--- src/rtl/line_plot_controller_pkg.sv ---
// Shared definitions for the line plot controller and the VGA-level tops.
// Holds the controller state encoding and the 160x120 screen geometry.
package line_plot_controller_pkg;

  localparam int SCREEN_WIDTH  = 160;
  localparam int SCREEN_HEIGHT = 120;
  localparam int COORD_X_WIDTH = 8;
  localparam int COORD_Y_WIDTH = 7;

  typedef enum logic [2:0] {
    IDLE,
    CLEAR,
    LINE_INIT,
    LINE_DRAW,
    FINISH
  } state_t;

endpackage

--- src/rtl/line_plot_controller_bresenham_step.sv ---
// One Bresenham iteration: computes the next (x, y, err) from the current
// point, error term and the per-line constants dx (>= 0), dy (<= 0) and the
// step directions.
// Ports:
//   x, y, err         current point and error term
//   dx, dy            |x1-x0| and -|y1-y0|
//   sx_neg, sy_neg    1 when the axis steps by -1, 0 when it steps by +1
//   next_x, next_y, next_err  updated point and error term
module line_plot_controller_bresenham_step #(
  parameter int X_WIDTH = 8,
  parameter int Y_WIDTH = 7,
  parameter int E_WIDTH = 10
) (
  input  logic                       sx_neg,
  input  logic                       sy_neg,
  input  logic        [X_WIDTH-1:0]  x,
  input  logic        [Y_WIDTH-1:0]  y,
  input  logic signed [E_WIDTH-1:0]  err,
  input  logic signed [E_WIDTH-1:0]  dx,
  input  logic signed [E_WIDTH-1:0]  dy,
  output logic        [X_WIDTH-1:0]  next_x,
  output logic        [Y_WIDTH-1:0]  next_y,
  output logic signed [E_WIDTH-1:0]  next_err
);

  // One extra bit so 2*err cannot overflow.
  logic signed [E_WIDTH:0] e2;
  logic                    step_x;
  logic                    step_y;

  always_comb begin
    e2       = (E_WIDTH+1)'(err) <<< 1;
    step_x   = (e2 >= (E_WIDTH+1)'(dy));
    step_y   = (e2 <= (E_WIDTH+1)'(dx));
    next_err = err;
    next_x   = x;
    next_y   = y;
    if (step_x) begin
      next_err = next_err + dy;
      next_x   = sx_neg ? (x - X_WIDTH'(1)) : (x + X_WIDTH'(1));
    end
    if (step_y) begin
      next_err = next_err + dx;
      next_y   = sy_neg ? (y - Y_WIDTH'(1)) : (y + Y_WIDTH'(1));
    end
  end

endmodule

--- src/rtl/line_plot_controller.sv ---
// Drives the vga_adapter pixel port (x, y, colour, plot) from two commands:
// a full-screen clear sweep and a Bresenham line draw, one pixel per clock.
// Ports:
//   clock, resetn        system clock, synchronous active-low reset
//   start, clear         command requests, honoured only while ready=1
//   x0, y0, x1, y1       line endpoints (saturated to X_MAX/Y_MAX on latch)
//   colour_in            line colour
//   ready                idle and accepting commands
//   done                 one-cycle pulse after the last pixel of a command
//   x, y, colour, plot   registered pixel write port to the adapter
module line_plot_controller
  import line_plot_controller_pkg::*;
#(
  parameter int         X_WIDTH        = COORD_X_WIDTH,
  parameter int         Y_WIDTH        = COORD_Y_WIDTH,
  parameter int         X_MAX          = SCREEN_WIDTH - 1,
  parameter int         Y_MAX          = SCREEN_HEIGHT - 1,
  parameter logic [2:0] CLEAR_COLOUR   = 3'b000,
  parameter bit         CLEAR_ON_RESET = 1'b1
) (
  input  logic               clock,
  input  logic               resetn,
  input  logic               start,
  input  logic               clear,
  input  logic [X_WIDTH-1:0] x0,
  input  logic [Y_WIDTH-1:0] y0,
  input  logic [X_WIDTH-1:0] x1,
  input  logic [Y_WIDTH-1:0] y1,
  input  logic [2:0]         colour_in,
  output logic               ready,
  output logic               done,
  output logic [X_WIDTH-1:0] x,
  output logic [Y_WIDTH-1:0] y,
  output logic [2:0]         colour,
  output logic               plot
);

  localparam int E_WIDTH = ((X_WIDTH > Y_WIDTH) ? X_WIDTH : Y_WIDTH) + 2;
  localparam logic [X_WIDTH-1:0] X_LIM = X_WIDTH'(X_MAX);
  localparam logic [Y_WIDTH-1:0] Y_LIM = Y_WIDTH'(Y_MAX);

  state_t                    state;
  logic                      boot;       // first cycle after reset release
  logic        [X_WIDTH-1:0] clr_x;
  logic        [Y_WIDTH-1:0] clr_y;
  logic        [X_WIDTH-1:0] cur_x;
  logic        [Y_WIDTH-1:0] cur_y;
  logic        [X_WIDTH-1:0] end_x;
  logic        [Y_WIDTH-1:0] end_y;
  logic        [2:0]         line_colour;
  logic signed [E_WIDTH-1:0] dx;
  logic signed [E_WIDTH-1:0] dy;
  logic signed [E_WIDTH-1:0] err;
  logic                      sx_neg;
  logic                      sy_neg;

  logic signed [E_WIDTH-1:0] init_dx;
  logic signed [E_WIDTH-1:0] init_dy;
  logic        [X_WIDTH-1:0] step_x;
  logic        [Y_WIDTH-1:0] step_y;
  logic signed [E_WIDTH-1:0] step_err;

  // Line setup from the latched endpoints; coordinates are zero-extended
  // into the signed error width before subtracting.
  always_comb begin
    init_dx = (end_x >= cur_x) ? (E_WIDTH'(end_x) - E_WIDTH'(cur_x))
                               : (E_WIDTH'(cur_x) - E_WIDTH'(end_x));
    init_dy = (end_y >= cur_y) ? (E_WIDTH'(cur_y) - E_WIDTH'(end_y))
                               : (E_WIDTH'(end_y) - E_WIDTH'(cur_y));
  end

  line_plot_controller_bresenham_step #(
    .X_WIDTH (X_WIDTH),
    .Y_WIDTH (Y_WIDTH),
    .E_WIDTH (E_WIDTH)
  ) u_step (
    .sx_neg   (sx_neg),
    .sy_neg   (sy_neg),
    .x        (cur_x),
    .y        (cur_y),
    .err      (err),
    .dx       (dx),
    .dy       (dy),
    .next_x   (step_x),
    .next_y   (step_y),
    .next_err (step_err)
  );

  always_ff @(posedge clock) begin
    if (!resetn) begin
      state       <= IDLE;
      boot        <= 1'b1;
      ready       <= 1'b0;
      done        <= 1'b0;
      plot        <= 1'b0;
      x           <= '0;
      y           <= '0;
      colour      <= '0;
      clr_x       <= '0;
      clr_y       <= '0;
      cur_x       <= '0;
      cur_y       <= '0;
      end_x       <= '0;
      end_y       <= '0;
      line_colour <= '0;
      dx          <= '0;
      dy          <= '0;
      err         <= '0;
      sx_neg      <= 1'b0;
      sy_neg      <= 1'b0;
    end else begin
      done <= 1'b0;
      plot <= 1'b0;
      case (state)
        IDLE: begin
          if (boot) begin
            // Commands are not accepted until ready has been seen high.
            boot <= 1'b0;
            if (CLEAR_ON_RESET) begin
              state <= CLEAR;
              clr_x <= '0;
              clr_y <= '0;
            end else begin
              ready <= 1'b1;
            end
          end else if (clear) begin
            ready <= 1'b0;
            state <= CLEAR;
            clr_x <= '0;
            clr_y <= '0;
          end else if (start) begin
            ready       <= 1'b0;
            state       <= LINE_INIT;
            cur_x       <= (x0 > X_LIM) ? X_LIM : x0;
            cur_y       <= (y0 > Y_LIM) ? Y_LIM : y0;
            end_x       <= (x1 > X_LIM) ? X_LIM : x1;
            end_y       <= (y1 > Y_LIM) ? Y_LIM : y1;
            line_colour <= colour_in;
          end
        end
        CLEAR: begin
          plot   <= 1'b1;
          x      <= clr_x;
          y      <= clr_y;
          colour <= CLEAR_COLOUR;
          if (clr_x == X_LIM) begin
            clr_x <= '0;
            if (clr_y == Y_LIM) state <= FINISH;
            else clr_y <= clr_y + Y_WIDTH'(1);
          end else begin
            clr_x <= clr_x + X_WIDTH'(1);
          end
        end
        LINE_INIT: begin
          dx     <= init_dx;
          dy     <= init_dy;
          err    <= init_dx + init_dy;
          sx_neg <= !(cur_x < end_x);
          sy_neg <= !(cur_y < end_y);
          state  <= LINE_DRAW;
        end
        LINE_DRAW: begin
          plot   <= 1'b1;
          x      <= cur_x;
          y      <= cur_y;
          colour <= line_colour;
          if (cur_x == end_x && cur_y == end_y) begin
            state <= FINISH;
          end else begin
            cur_x <= step_x;
            cur_y <= step_y;
            err   <= step_err;
          end
        end
        FINISH: begin
          done  <= 1'b1;
          ready <= 1'b1;
          state <= IDLE;
        end
        default: state <= IDLE;
      endcase
    end
  end

endmodule

--- config.mk ---
export PLATFORM = sky130hd
export DESIGN_NAME = line_plot_controller
export DESIGN_NICKNAME = d
export VERILOG_FILES = /design/src/rtl/line_plot_controller_pkg.sv /design/src/rtl/line_plot_controller_bresenham_step.sv /design/src/rtl/line_plot_controller.sv
export SDC_FILE = /design/constraint.sdc
export NUM_CORES = 1
export LEC_CHECK = 0
export BUFFER_PORTS_ARGS = -buffer_cell sky130_fd_sc_hd__buf_2
export CAP_MARGIN = 10
export CORE_UTILIZATION = 35
export DETAILED_ROUTE_END_ITERATION = 16
export PLACE_DENSITY_LB_ADDON = 0.3
export SYNTH_ARGS = -nofsm -noshare
export SYNTH_HDL_FRONTEND = slang
export SYNTH_SLANG_ARGS = --single-unit
--- constraint.sdc ---
create_clock -name clock -period 8.87 [get_ports clock]
set_input_delay 1.3305 -clock clock [delete_from_list [all_inputs] [get_ports clock]]
set_output_delay 1.3305 -clock clock [all_outputs]
set_load 0.01 [all_outputs]
==> out/results.tsv, run 1 <==
metric	value	unit
cellLeakagePower	0.00363	µW
setup_repair_after_global_routing_missed_its_margin	no	
drv_slew	0	
core_area	22000	µm²
floorplan.initialDensity	35.9	%
post_cts_hold_buffer_count	0	
final_layout_size_suffix_gt1_share	12.2	%
dpl.hpwl	15.8	mm
grt_use_met3	2.65	%
routed_wl	20.8	mm
critical_path.max_fanout	15	
syn_area	7890	µm²
cts_max_path_buffers	2	
hp-class	flip-flop to flip-flop	
worstSetupStartpointType	flip-flop	
crit_chain	inv_1 -> ha_1 -> o2111ai_1 -> nor2_1 -> o21ai_1 -> a31oi_2 -> mux2_2 -> ha_1 -> inv_1 -> fa_1 -> nor2b_1 -> o21ai_0 -> a21oi_1 -> o41ai_1 -> xor2_1 -> nor2_1 -> a211oi_1 -> a2111oi_1	
dpl_cell_area	8380	µm²
area_growth_syn_to_layout	10.1	%
die-width	152	µm
clock_insertion_delay_worst_skew	0.35	ns
grt_usage	18.4	%
biggest_cell_delay_along_the_critical_path	0.71	ns
mostFrequentLayoutCells	sky130_fd_sc_hd__dfxtp_1 (102), sky130_fd_sc_hd__nor2_1 (91), sky130_fd_sc_hd__ha_1 (90), sky130_fd_sc_hd__a21oi_1 (82), sky130_fd_sc_hd__inv_1 (77)	
postCtsSetupRepairBufs	0	
clk_root_buffer_cell	sky130_fd_sc_hd__clkbuf_16	
syn-num-nets	1092	
postCtsResizedCells	0	
io_pins	58	
die_area	23100	µm²
die_h	152	µm
r2r_setup_slack	4.64	ns
crit_type	flip-flop to flip-flop	
synthesis.area_per_instance	8.25	µm²
max_freq	236	MHz
post-route-period-util	47.7	%
synth-edff-count	0	
grt_remaining_overflow	0	
cts-buffers-inserted	9	
drtAntennaViolNets	0	
setup.worst_path.end_class	flip-flop	
drt_pre_antenna_iters	5	
yosys_warnings	0	
finished_cell_area	8680	µm²
netlist_top_cells_area	sky130_fd_sc_hd__dfxtp_1 (26%), sky130_fd_sc_hd__ha_1 (14%), sky130_fd_sc_hd__a21oi_1 (5.2%)	
synth_ff_type	sky130_fd_sc_hd__dfxtp_1	
number_of_hold_violations_in_the_final_report	0	
vias_per_cell	5.36	
netlist.area_leader.share	25.9	%
nets	1126	
power.ir.vdd_worst	181	µV
detail_route.drc_violations	0	
met2_track_utilization_from_global_routing	30.9	%
setup_slack	4.64	ns
cts_tree	yes	
timing.max_slew.rel_slack	31.2	%
worst_slack_at_placement	4.64	ns
clock_tree.htree_level_count	3	
netlist_instances	956	
required	9.11	ns
timing.setup.tns	0	ns
buffer_ports.inserted	57	
power.density	342	nW/µm²
globalRoute.busiestLayer	met2	
clkTransAtPathRegs	0.07	ns
cts.sinks	102	
crit_arrival	4.47	ns
final.fill_count	2262	
clock_tree_skew_after_final_layout	0.00894	ns
finalWeightedCongestion	0.850	
global_route.usage.met1	23.9	%
insertedDiodeCount	0	
antenna_found_initial	0	
final-setup-viol-count	0	
grt_pass1_vias	6735	
postSynth.asyncResetShare	0	%
ys_seq_elements	102	
netlist.top_cell.by_area	sky130_fd_sc_hd__dfxtp_1	
dpl.cell_count	1259	
detail_route.iter0.violations	316	
pin_count_of_the_biggest_net_entering_global_routing	47	
fp-row-count	54	
tightestPinTransition	1.03	ns
route.vias.total	6823	
final-instance-count-excl-fill	1274	
fin_crit	4.23	ns
outcome	finished clean	
cp_slowest_cell	sky130_fd_sc_hd__a31oi_2	
synth_sequential_area_ratio	25.9	%
mostFrequentLayoutCell	sky130_fd_sc_hd__dfxtp_1	
wl_per_cell	16.3	µm
max-cap-violations	0	
ys_types	84	
grt_pass1_wl	34.5	mm
==> cells by family after synthesis <==
family | synth area share (%)
xor+xnor | 5.55
mux | 4.70
flops | 25.9
simple gates | 16.0
compound gates | 25.1
buf+inv | 6.15
fa+ha+maj | 16.6
==> flip-flops by register name, summed over array words and instances, names as in the netlist, 3 cells and up <==
signal and count:
y 7, clr_x 8, end_y 7, dy 8
colour 3, err 10, cur_y 7, clr_y 7
state 3, x 8, line_colour 3, cur_x 8
dx 9, end_x 8
==> synthesized netlist by cell type (all sizes together), types with 10 or more instances <==
library cell,instances
dfxtp,102
nor2,92
ha,90
a21oi,84
inv,78
nand2,74
o21ai,46
a211oi,39
xnor2,34
mux2i,28
clkbuf,26
nand3,25
a21o,16
xor2,16
buf,14
nor2b,12
o21bai,12
nand4,11
nor3,11
o211ai,10
==> routing by layer <==
metal | share of wire, % | routed length, µm | vias to the layer above
met5 | 0 | 0 | -
met4 | 1.9 | 396 | 0
met3 | 3.6 | 751 | 20
met2 | 46 | 9610 | 127
met1 | 48 | 10000 | 3183
li1 | - | - | 3493
==> report_power, final <==
part / leakage [µW] / switching [µW] / internal, µW
sequential: 0.000828 / 83.9 / 538
combinational: 0.00266 / 1140 / 785
clock: 0.000146 / 197 / 223
total: 0.00363 / 1420 / 1550
==> final cells by class <==
| type | count | area [µm²] | area share [%] |
|---|---|---|---|
| sequential | 102 | 2040 | 23.5 |
| multi-input combinational | 736 | 5360 | 61.8 |
| clock buffer | 9 | 225 | 2.59 |
| timing repair buffer | 63 | 330 | 3.81 |
| inverter | 78 | 293 | 3.37 |
| tap | 280 | 350 | 4.04 |
| clock inverter | 6 | 77.6 | 0.894 |
==> metrics by stage <==
stage	utilization, %	hold WS, ns	total power (µW)
final	39.5	0.455	2970
after global routing	39.5	0.474	3230
after CTS	39.5	0.459	2980
after detailed placement	38.2	0.442	2550
after global placement	38.2	0.439	2540
after floorplan	-	0.437	2130
==> path summary, 6_finish.rpt <==
check | start | to | cells past startpoint
max | dy[8]$_SDFFE_PN0P_ | err[8]$_SDFFE_PN0P_ | 18
min | colour[2]$_SDFFE_PN0P_ | colour[2]$_SDFFE_PN0P_ | 2
max reg2reg | dy[8]$_SDFFE_PN0P_ | err[8]$_SDFFE_PN0P_ | 18
min reg2reg | colour[2]$_SDFFE_PN0P_ | colour[2]$_SDFFE_PN0P_ | 2
==> critical path: cells and delay by family, from the launching register on <==
family,cells,cell delay [ns]
buffers and inverters,2,0.18
flip-flops,1,0.38
multiplexers,1,0.42
XOR/XNOR,1,0.11
AO/OA/AOI/OAI,8,2.00
adder cells (fa/ha/maj),3,0.77
AND/OR/NAND/NOR,3,0.27
(Power assumes the default switching activity.)
==> run 2: changes to the inputs <==
==> constraint.sdc (replaced) <==
create_clock -name clock -period 3.8 [get_ports clock]
set_input_delay 0.57 -clock clock [delete_from_list [all_inputs] [get_ports clock]]
set_output_delay 0.57 -clock clock [all_outputs]
set_load 0.01 [all_outputs]
==> out/results.tsv, run 2 (same netlist as run 1, synthesis figures left out) <==
metric	value	unit
detail_route.iter0.violations	331	
grt_pass1_vias	7031	
grt_remaining_overflow	0	
max-cap-violations	0	
grt_pass1_wl	35.8	mm
crit_type	flip-flop to flip-flop	
clock_tree.htree_level_count	3	
cts.sinks	102	
area_growth_syn_to_layout	19.4	%
routed_wl	22.1	mm
pin_count_of_the_biggest_net_entering_global_routing	36	
clk_root_buffer_cell	sky130_fd_sc_hd__clkbuf_16	
buffer_ports.inserted	57	
io_pins	58	
wl_per_cell	16.4	µm
grt_usage	19.2	%
clock_insertion_delay_worst_skew	0.37	ns
number_of_hold_violations_in_the_final_report	0	
die_area	23100	µm²
crit_arrival	3.89	ns
power.density	834	nW/µm²
fp-row-count	54	
biggest_cell_delay_along_the_critical_path	0.35	ns
cellLeakagePower	0.00403	µW
setup_repair_after_global_routing_missed_its_margin	yes	
final-instance-count-excl-fill	1346	
crit_chain	inv_1 -> ha_1 -> o2111ai_1 -> nor2_1 -> o21ai_2 -> a31oi_2 -> buf_4 -> mux2_2 -> ha_1 -> inv_1 -> fa_2 -> nor2b_1 -> o21ai_1 -> a21oi_2 -> o41ai_2 -> xor2_1 -> nor2_1 -> a211oi_2 -> a2111oi_2	
antenna_found_initial	0	
dpl.hpwl	17.0	mm
dpl.cell_count	1326	
max_freq	275	MHz
cp_slowest_cell	sky130_fd_sc_hd__ha_1	
die-width	152	µm
fin_crit	3.63	ns
finalHoldWorstSlack	0.438	ns
floorplan.initialDensity	35.9	%
mostFrequentLayoutCells	sky130_fd_sc_hd__dfxtp_1 (102), sky130_fd_sc_hd__nor2_1 (91), sky130_fd_sc_hd__ha_1 (84), sky130_fd_sc_hd__inv_1 (77), sky130_fd_sc_hd__buf_4 (77)	
timing.max_slew.rel_slack	42.6	%
worstSetupStartpointType	flip-flop	
die_h	152	µm
post-route-period-util	95.6	%
vias_per_cell	5.34	
cts-buffers-inserted	9	
registers_with_the_highest_flip_flop_counts	err (10), dx (9)	
final.fill_count	2172	
drv_slew	0	
route.vias.total	7194	
cts_tree	yes	
clkTransAtPathRegs	0.08	ns
required	4.06	ns
critical_path.max_fanout	7	
drtAntennaViolNets	0	
final-setup-viol-count	0	
finalWeightedCongestion	0.889	
drt_pre_antenna_iters	5	
hp-class	input pin to flip-flop	
mostFrequentLayoutCell	sky130_fd_sc_hd__dfxtp_1	
outcome	finished clean	
tightestPinTransition	0.861	ns
largest_register_ffs	10	
clock_tree_skew_after_final_layout	0.0167	ns
detail_route.drc_violations	0	
largest-register	err	
cts_max_path_buffers	2	
core_area	22000	µm²
power.ir.vdd_worst	420	µV
insertedDiodeCount	0	
final_layout_size_suffix_gt1_share	20.6	%
setup.worst_path.end_class	flip-flop	
final_core_util	42.9	%
nets	1197	
-- run 2: report_power, final --
group / switching (µW) / internal (µW)
Sequential: 148 / 1260
Clock: 506 / 472
Combinational: 3050 / 2420
Total: 3700 / 4150
-- run 2: path summary, 6_finish.rpt --
path | startpoint | endpoint | slack [ns] | cells after the start
worst max-delay path | dy[8]$_SDFFE_PN0P_ | err[8]$_SDFFE_PN0P_ | 0.17 | 19
worst min-delay path | y1[2] | end_y[2]$_SDFFE_PN0P_ | 0.44 | 3
worst max register to register | dy[8]$_SDFFE_PN0P_ | err[8]$_SDFFE_PN0P_ | 0.17 | 19
worst min register to register | colour[2]$_SDFFE_PN0P_ | colour[2]$_SDFFE_PN0P_ | 0.46 | 2
-- run 2: layer usage --
| layer | up-vias | GRT usage, % | wire (µm) | share of wire [%] |
|---|---|---|---|---|
| li1 | 3643 | - | - | - |
| met1 | 3361 | 24.7 | 10300 | 47 |
| met2 | 158 | 32.9 | 10300 | 47 |
| met3 | 32 | 2.34 | 940 | 4.3 |
| met4 | 0 | 6.95 | 510 | 2.3 |
| met5 | - | 0 | 0 | 0 |
-- run 2: critical path, delay by kind of cell (launching register included) --
| family | cells | cell delay (ns) |
|---|---|---|
| AND/OR/NAND/NOR | 3 | 0.32 |
| XOR/XNOR | 1 | 0.11 |
| buffers and inverters | 3 | 0.37 |
| adder cells (fa/ha/maj) | 3 | 0.77 |
| AO/OA/AOI/OAI | 8 | 1.26 |
| flip-flops | 1 | 0.33 |
| multiplexers | 1 | 0.35 |
-- run 2: stage by stage --
stage	area, µm²	worst slack, ns	setup TNS [ns]	power [µW]
after floorplan	7890	0.0934	0	4980
after global placement	8880	0.0706	0	6390
after detailed placement	8880	-0.0336	-0.0484	6440
after CTS	9220	-0.0273	-0.0273	7450
after global routing	9420	-0.0759	-0.163	8440
final	9420	0.167	0	7850
-- run 2: layout make-up --
class / instances / area (µm²) / share of cell area, %
tap: 280 / 350 / 3.72
clock inverter: 7 / 86.3 / 0.917
timing repair buffer: 134 / 863 / 9.17
sequential: 102 / 2040 / 21.7
inverter: 78 / 293 / 3.11
multi-input combinational: 736 / 5560 / 59.0
clock buffer: 9 / 225 / 2.39
-- run 2: repair_timing --
action                     in CTS  in global routing
setup endpoints to repair       3                  5
resized for setup               4                 35
pin swaps                       0                 11
hold buffers                    0                  0
cloned                          0                  0
setup buffers                   0                  4
